`src/rtl/lcd_pkg.sv`:
```
// Shared types, timing defaults and HD44780 command codes for the LCD bus arbiter.
package lcd_pkg;

   localparam int unsigned CNT_W  = 20;
   localparam int unsigned DATA_W = 8;

   localparam int unsigned DEF_T_INIT  = 750000;
   localparam int unsigned DEF_T_SETUP = 2;
   localparam int unsigned DEF_T_PULSE = 12;
   localparam int unsigned DEF_T_HOLD  = 2;
   localparam int unsigned DEF_T_EXEC  = 2000;
   localparam int unsigned DEF_T_LONG  = 80000;

   localparam logic [DATA_W-1:0] CMD_CLEAR        = 8'h01;
   localparam logic [DATA_W-1:0] CMD_HOME         = 8'h02;
   localparam logic [DATA_W-1:0] CMD_FUNCTION_SET = 8'h3C;
   localparam logic [DATA_W-1:0] CMD_DISP_ON      = 8'h0C;
   localparam logic [DATA_W-1:0] CMD_ENTRY_MODE   = 8'h06;
   localparam logic [DATA_W-1:0] CMD_LINE1        = 8'h80;
   localparam logic [DATA_W-1:0] CMD_LINE2        = 8'hC0;

   typedef enum logic [2:0] {
      ST_INIT  = 3'd0,
      ST_IDLE  = 3'd1,
      ST_SETUP = 3'd2,
      ST_PULSE = 3'd3,
      ST_HOLD  = 3'd4,
      ST_EXEC  = 3'd5
   } lcd_state_t;

   typedef struct packed {
      logic              rs;
      logic [DATA_W-1:0] data;
   } lcd_xfer_t;

   // Clear/home (and 0x00) need the long execution wait.
   function automatic logic is_long_cmd(input lcd_xfer_t x);
      return (x.rs == 1'b0) && (x.data[7:2] == 6'd0);
   endfunction

endpackage

```
`src/rtl/lcd_bus_arbiter_if.sv`:
```
// Two-requester handshake bundle: requesters drive VALID/RS/DATA, the arbiter answers READY.
interface lcd_bus_arbiter_if;
   import lcd_pkg::*;

   logic              VALID0;
   logic              RS0;
   logic [DATA_W-1:0] DATA0;
   logic              LOCK0;
   logic              VALID1;
   logic              RS1;
   logic [DATA_W-1:0] DATA1;
   logic              READY0;
   logic              READY1;

   modport master (
      output VALID0, RS0, DATA0, LOCK0, VALID1, RS1, DATA1,
      input  READY0, READY1
   );

   modport slave (
      input  VALID0, RS0, DATA0, LOCK0, VALID1, RS1, DATA1,
      output READY0, READY1
   );

endinterface

```
`src/rtl/lcd_delay_timer.sv`:
```
// Loadable down-counter that parks at zero; shared by every arbiter state.
module lcd_delay_timer
   import lcd_pkg::*;
#(
   parameter logic [CNT_W-1:0] RESET_VALUE = '0
) (
   input  logic             CLK,
   input  logic             RESETN,
   input  logic             load,
   input  logic [CNT_W-1:0] load_value,
   output logic             zero_c
);

   logic [CNT_W-1:0] cnt_q;

   always_ff @(posedge CLK) begin
      if (!RESETN) begin
         cnt_q <= RESET_VALUE;
      end else if (load) begin
         cnt_q <= load_value;
      end else if (cnt_q != '0) begin
         cnt_q <= cnt_q - CNT_W'(1);
      end
   end

   assign zero_c = (cnt_q == '0);

endmodule

```
`src/rtl/lcd_bus_arbiter.sv`:
```
// Arbitrates two requesters onto a write-only HD44780 bus and sequences the E strobe timing.
module lcd_bus_arbiter
   import lcd_pkg::*;
#(
   parameter int unsigned T_INIT  = DEF_T_INIT,
   parameter int unsigned T_SETUP = DEF_T_SETUP,
   parameter int unsigned T_PULSE = DEF_T_PULSE,
   parameter int unsigned T_HOLD  = DEF_T_HOLD,
   parameter int unsigned T_EXEC  = DEF_T_EXEC,
   parameter int unsigned T_LONG  = DEF_T_LONG
) (
   input  logic              CLK,
   input  logic              RESETN,
   lcd_bus_arbiter_if.slave  req,
   output logic              OWNER,
   output logic              BUSY,
   output logic              LCD_E,
   output logic              LCD_RS,
   output logic              LCD_RW,
   output logic [DATA_W-1:0] LCD_DATA
);

   localparam logic [CNT_W-1:0] LD_INIT  = CNT_W'(T_INIT - 1);
   localparam logic [CNT_W-1:0] LD_SETUP = CNT_W'(T_SETUP - 1);
   localparam logic [CNT_W-1:0] LD_PULSE = CNT_W'(T_PULSE - 1);
   localparam logic [CNT_W-1:0] LD_HOLD  = CNT_W'(T_HOLD - 1);
   localparam logic [CNT_W-1:0] LD_EXEC  = CNT_W'(T_EXEC - 1);
   localparam logic [CNT_W-1:0] LD_LONG  = CNT_W'(T_LONG - 1);

   lcd_state_t       state_q;
   lcd_state_t       state_d;
   logic             tmr_load;
   logic [CNT_W-1:0] tmr_value;
   logic             tmr_zero_c;

   logic             lock_active_c;
   logic             grant0_c;
   logic             grant1_c;

   lcd_xfer_t        xfer_q;
   lcd_xfer_t        xfer_d;
   logic             e_q;
   logic             e_d;
   logic             owner_q;
   logic             owner_d;
   logic             lock_q;
   logic             lock_d;
   logic             busy_q;
   logic             busy_d;

   lcd_delay_timer #(
      .RESET_VALUE (LD_INIT)
   ) u_timer (
      .CLK        (CLK),
      .RESETN     (RESETN),
      .load       (tmr_load),
      .load_value (tmr_value),
      .zero_c     (tmr_zero_c)
   );

   // Fixed priority to requester 1 unless requester 0 holds a burst lock.
   always_comb begin
      grant0_c      = 1'b0;
      grant1_c      = 1'b0;
      lock_active_c = lock_q && req.LOCK0 && !owner_q;
      if (state_q == ST_IDLE) begin
         if (lock_active_c) begin
            grant0_c = req.VALID0;
         end else begin
            grant1_c = req.VALID1;
            grant0_c = req.VALID0 && !req.VALID1;
         end
      end
   end

   assign req.READY0 = grant0_c;
   assign req.READY1 = grant1_c;

   always_ff @(posedge CLK) begin
      if (!RESETN) begin
         state_q <= ST_INIT;
      end else begin
         state_q <= state_d;
      end
   end

   // Each state exits when the shared timer hits zero and reloads it for the next state.
   always_comb begin
      state_d   = state_q;
      tmr_load  = 1'b0;
      tmr_value = '0;
      case (state_q)
         ST_INIT: begin
            if (tmr_zero_c) begin
               state_d = ST_IDLE;
            end
         end
         ST_IDLE: begin
            if (grant0_c || grant1_c) begin
               state_d   = ST_SETUP;
               tmr_load  = 1'b1;
               tmr_value = LD_SETUP;
            end
         end
         ST_SETUP: begin
            if (tmr_zero_c) begin
               state_d   = ST_PULSE;
               tmr_load  = 1'b1;
               tmr_value = LD_PULSE;
            end
         end
         ST_PULSE: begin
            if (tmr_zero_c) begin
               state_d   = ST_HOLD;
               tmr_load  = 1'b1;
               tmr_value = LD_HOLD;
            end
         end
         ST_HOLD: begin
            if (tmr_zero_c) begin
               state_d   = ST_EXEC;
               tmr_load  = 1'b1;
               tmr_value = is_long_cmd(xfer_q) ? LD_LONG : LD_EXEC;
            end
         end
         ST_EXEC: begin
            if (tmr_zero_c) begin
               state_d = ST_IDLE;
            end
         end
         default: begin
            state_d = ST_INIT;
         end
      endcase
   end

   // Next values of the registered outputs; payload only changes on an accept.
   always_comb begin
      xfer_d  = xfer_q;
      owner_d = owner_q;
      lock_d  = lock_q;
      e_d     = (state_d == ST_PULSE);
      busy_d  = (state_d != ST_IDLE);
      if (grant1_c) begin
         xfer_d.rs   = req.RS1;
         xfer_d.data = req.DATA1;
         owner_d     = 1'b1;
         lock_d      = 1'b0;
      end else if (grant0_c) begin
         xfer_d.rs   = req.RS0;
         xfer_d.data = req.DATA0;
         owner_d     = 1'b0;
         lock_d      = req.LOCK0;
      end else if ((state_q == ST_IDLE) && !req.LOCK0) begin
         lock_d = 1'b0;
      end
   end

   always_ff @(posedge CLK) begin
      if (!RESETN) begin
         xfer_q  <= '0;
         e_q     <= 1'b0;
         owner_q <= 1'b0;
         lock_q  <= 1'b0;
         busy_q  <= 1'b1;
      end else begin
         xfer_q  <= xfer_d;
         e_q     <= e_d;
         owner_q <= owner_d;
         lock_q  <= lock_d;
         busy_q  <= busy_d;
      end
   end

   assign OWNER    = owner_q;
   assign BUSY     = busy_q;
   assign LCD_E    = e_q;
   assign LCD_RS   = xfer_q.rs;
   assign LCD_DATA = xfer_q.data;
   assign LCD_RW   = 1'b0;

endmodule

```
`src/flat_wrapper.sv`:
```
// flat-port wrapper written by rule: the top's interface ports become plain ports
module lcd_bus_arbiter_flat import lcd_pkg::*;
#(
   parameter int unsigned T_INIT  = DEF_T_INIT,
   parameter int unsigned T_SETUP = DEF_T_SETUP,
   parameter int unsigned T_PULSE = DEF_T_PULSE,
   parameter int unsigned T_HOLD  = DEF_T_HOLD,
   parameter int unsigned T_EXEC  = DEF_T_EXEC,
   parameter int unsigned T_LONG  = DEF_T_LONG
)
  (CLK, RESETN, OWNER, BUSY, LCD_E, LCD_RS, LCD_RW, LCD_DATA, req_VALID0, req_RS0, req_DATA0, req_LOCK0, req_VALID1, req_RS1, req_DATA1, req_READY0, req_READY1);
  lcd_bus_arbiter_if req_i ();
  input  logic CLK;
  input  logic RESETN;
  output logic OWNER;
  output logic BUSY;
  output logic LCD_E;
  output logic LCD_RS;
  output logic LCD_RW;
  output logic [DATA_W-1:0] LCD_DATA;
  input wire logic [$bits(req_i.VALID0)-1:0] req_VALID0;
  input wire logic [$bits(req_i.RS0)-1:0] req_RS0;
  input wire logic [$bits(req_i.DATA0)-1:0] req_DATA0;
  input wire logic [$bits(req_i.LOCK0)-1:0] req_LOCK0;
  input wire logic [$bits(req_i.VALID1)-1:0] req_VALID1;
  input wire logic [$bits(req_i.RS1)-1:0] req_RS1;
  input wire logic [$bits(req_i.DATA1)-1:0] req_DATA1;
  output wire logic [$bits(req_i.READY0)-1:0] req_READY0;
  output wire logic [$bits(req_i.READY1)-1:0] req_READY1;
  assign req_i.VALID0 = req_VALID0;
  assign req_i.RS0 = req_RS0;
  assign req_i.DATA0 = req_DATA0;
  assign req_i.LOCK0 = req_LOCK0;
  assign req_i.VALID1 = req_VALID1;
  assign req_i.RS1 = req_RS1;
  assign req_i.DATA1 = req_DATA1;
  assign req_READY0 = req_i.READY0;
  assign req_READY1 = req_i.READY1;
  lcd_bus_arbiter #(.T_INIT(T_INIT), .T_SETUP(T_SETUP), .T_PULSE(T_PULSE), .T_HOLD(T_HOLD), .T_EXEC(T_EXEC), .T_LONG(T_LONG)) u_core (.CLK(CLK), .RESETN(RESETN), .req(req_i), .OWNER(OWNER), .BUSY(BUSY), .LCD_E(LCD_E), .LCD_RS(LCD_RS), .LCD_RW(LCD_RW), .LCD_DATA(LCD_DATA));
endmodule
```
`config.mk`:
```
export PLATFORM = sky130hd
export DESIGN_NAME = lcd_bus_arbiter_flat
export DESIGN_NICKNAME = d
export VERILOG_FILES = /design/src/rtl/lcd_pkg.sv /design/src/rtl/lcd_bus_arbiter_if.sv /design/src/rtl/lcd_delay_timer.sv /design/src/rtl/lcd_bus_arbiter.sv /design/src/flat_wrapper.sv
export SDC_FILE = /design/constraint.sdc
export NUM_CORES = 1
export LEC_CHECK = 0
export ABC_AREA = 0
export CAP_MARGIN = 0
export CELL_PAD_IN_SITES_DETAIL_PLACEMENT = 0
export CELL_PAD_IN_SITES_GLOBAL_PLACEMENT = 1
export CORE_ASPECT_RATIO = 0.75
export CORE_MARGIN = 1.5
export CORE_UTILIZATION = 30
export CTS_BUF_LIST = sky130_fd_sc_hd__clkbuf_4
export CTS_CLUSTER_DIAMETER = 80
export DETAILED_ROUTE_END_ITERATION = 8
export PLACE_DENSITY = 0.73
export SETUP_SLACK_MARGIN = 0.4
export SLEW_MARGIN = 20
export SYNTH_ARGS = -nofsm -noshare
export SYNTH_HDL_FRONTEND = slang
export SYNTH_SLANG_ARGS = --single-unit
```
`constraint.sdc`:
```
create_clock -name CLK -period 2 [get_ports CLK]
set_input_delay 0.3 -clock CLK [delete_from_list [all_inputs] [get_ports CLK]]
set_output_delay 0.3 -clock CLK [all_outputs]
set_load 0.005 [all_outputs]
```
==> metrics.cfg <==
[timing]
setup_viol=0
clock-skew-final_ns=0.01645
hold_viol=0
period_needed_ns=1.988
timing.final.crit_share_pct=99.40
drv_slew=0
max_freq_mhz=503.0
rsz0062_at_grt=true

[synth]
synth_edf_count=0
synth_cells=232
syn_area_per_cell_um2=8.154
syn-num-nets=256
synthesis.area_um2=1892
yosysSeqAreaShare_pct=38.10
synth_warnings=0
synth_seq_cells=36
async_flop_share_pct=0
ys.flop_type=dfxtp_1
yosysUniqueCellTypes=48

[setup_path]
timing.rr.start=u_core.u_timer.cnt_q[11]
cp-start-kind=register
arrival_ns=2.28
timing.critical_path.required_ns=2.29
crit_fanout=4
cp_num_buf_inv=2
critical_path.cell_chain=or4_4, nor4_4, buf_4, buf_12, nand3_4, o22ai_2, and3_2
reg2reg_to=u_core.u_timer.cnt_q[11]
critPathTopFamily=simple AND/OR/NAND/NOR gates
max_stage_delay_ns=0.58
critPathSlowestCell=or4_4
r2r_setup_slack_ns=0.01
cp-end-kind=register
rr_worst_depth=7
crit_type=reg -> reg

[global_route]
grt_pass1_vias=1965
grt_usage_pct=18.43
grt_overflow_total=0
grt_start_max_net_pins=20
grt_first_pass_wirelength_mm=9.742
antenna_found_initial=0

[placement]
postPlaceCellArea_um2=2620
routabilityCongestion=0.9127
post-dp-hpwl_mm=4.355
port_buffers=36
dp_cells=370

[floorplan]
io_pins=38
die_area_um2=6796
die_h_um=71.77
initial_utilization_pct=31.82
die_w_um=94.70
core_um2=5946
num_rows=24

[power_and_ir_drop]
power_mw=1.643
peakVddDrop_mv=0.2736
p_per_area_nw_per_um2=519.1
p_leak_nw=1.133

[finish]
mostFrequentLayoutCells=buf_4, clkdlybuf4s50_1, dfxtp_1
drive_above_1_share_pct=41.07
layout.nets=342
final_common_cell=buf_4
diodes=0
final_util_pct=53.22
finalNonFillerCells=397
fin_area_um2=3164
area_growth_pct=67.26

[job]
timing.max_cap.violations=0

[clock_tree]
root_buffer=clkbuf_4
worstSkewPairLatency_ns=0.35
cts_buffers=5
cts_buffer_depth=2
h-tree-depth=2
cts_sinks=36
ctsHoldBuffers=0
cts_tree=done
path_clk_slew_ns=0.12

[drt]
first_iter_violations=122
wl_met1_mm=3.016
wl_per_cell_um=15.77
via_count=2063
drc_errors=0
routed_via_density=5.196
ant_nets=0
highest_layer=met4
wl_mm=6.262
wl_met2_mm=2.825
dr.pass1.iters=4
wl_met3_um=344

[hold_path]
whs_path_depth=2
hold_path_startpoint=u_core.OWNER
hp-class=reg -> reg
holdPathEnd=u_core.OWNER

[status]
outcome=finished, final reports clean

[final cells by class]
class                   instances  area (um^2)
clock buffers                   5        37.54
flip-flops and latches         36        747.0
repair buffers                 91        805.8
well taps                      78        97.59
clock inverters                 3        90.09
multi-input cells             177         1360
inverters                       7        26.28
fillers                       534         2781
[logic make-up (layout without fill, tap and decap cells)]
family | after synthesis | count (layout) | share of synthesized area (%)
and+or+nand+nor | 88 | 88 | 27.84
AOI/OAI and AO/OA | 74 | 74 | 22.95
DFF | 36 | 36 | 38.10
buffers and inverters | 19 | 106 | 4.034
xor gates and xnor gates | 11 | 11 | 5.092
muxes | 2 | 2 | 1.124
adders and majority gates | 1 | 1 | 0.6613
other | 1 | 1 | 0.1982
[state kept, by name (all words and copies together), names as in the netlist]
register,count
u_core.lock_q,1
u_core.LCD_E,1
u_core.LCD_DATA,8
u_core.state_q,3
u_core.BUSY,1
u_core.LCD_RS,1
u_core.u_timer.cnt_q,20
u_core.OWNER,1
[metal layers]
layer  GRT usage [%]  vias up
li1                -     1031
met1           26.62      978
met2           26.59       43
met3           5.732       11
met4           4.312        0
met5               0        -
[cell usage after synthesis, types with 2 or more instances]
cell | count | share of area [%]
dfxtp_1 | 36 | 38
o21ai_0 | 31 | 8.2
a21oi_1 | 20 | 5.3
nor2_1 | 16 | 3.2
nand2_1 | 11 | 2.2
clkbuf_1 | 10 | 2.0
nand3b_1 | 10 | 4.0
nor3_1 | 10 | 2.6
xnor2_1 | 10 | 4.6
inv_1 | 6 | 1.2
nand3_1 | 6 | 1.6
nand4_1 | 5 | 1.7
nor4_1 | 4 | 1.3
o22ai_1 | 4 | 1.3
or3_1 | 4 | 1.3
or4_1 | 4 | 1.6
a31oi_1 | 3 | 0.99
nand2b_1 | 3 | 0.99
a211oi_1 | 2 | 0.79
a31o_1 | 2 | 0.93
and2_1 | 2 | 0.66
nor2b_1 | 2 | 0.66
nor4_4 | 2 | 2.2
nor4b_1 | 2 | 0.93
o211ai_1 | 2 | 0.79
o31ai_1 | 2 | 0.79
or2_1 | 2 | 0.66
[tightest hold or removal path, stage by stage (launching register included)]
cell	delay [ns]
dfxtp_2	0.36
a21oi_1	0.06
nor2_1	0.07
[worst max path at each step]
stage / start / depth (start not counted) / to / slack (ns)
3_3_place_gp: u_core.u_timer.cnt_q[9] / 5 / u_core.u_timer.cnt_q[14] / -0.03
3_5_place_dp: u_core.u_timer.cnt_q[9] / 5 / u_core.u_timer.cnt_q[14] / -0.02
6_report: u_core.u_timer.cnt_q[11] / 7 / u_core.u_timer.cnt_q[11] / 0.01
4_1_cts: u_core.u_timer.cnt_q[9] / 6 / u_core.u_timer.cnt_q[14] / 0.05
5_1_grt: u_core.u_timer.cnt_q[9] / 6 / u_core.u_timer.cnt_q[18] / -0.05
2_1_floorplan: u_core.u_timer.cnt_q[1] / 7 / u_core.u_timer.cnt_q[18] / 0.007
[report_power, final]
group	leakage, nW	switching [mW]	total (mW)	internal (mW)
clock	0.0654	0.263	0.777	0.515
sequential	0.296	0.00651	0.727	0.720
combinational	0.772	0.0576	0.138	0.0808
[per-stage QoR]
| stage | setup TNS [ns] | hold slack [ns] | worst slack (ns) |
|---|---|---|---|
| 4_1_cts | 0 | 0.5185 | 0.04939 |
| 6_report | 0 | 0.5092 | 0.01192 |
| 3_5_place_dp | -0.05910 | 0.5024 | -0.02349 |
| 2_1_floorplan | 0 | 0.4796 | 0.007452 |
| 3_3_place_gp | -0.02713 | 0.4969 | -0.02713 |
| 5_1_grt | -0.1484 | 0.5484 | -0.04603 |
[what timing repair did]
| item | CTS | global route |
|---|---|---|
| gates cloned | 0 | 0 |
| endpoints found under the setup margin | 27 | 41 |
| pin swaps | 5 | 12 |
| setup buffers | 10 | 9 |
| resized for setup | 31 | 57 |
Note: power is estimated with default switching activity, not from simulation.
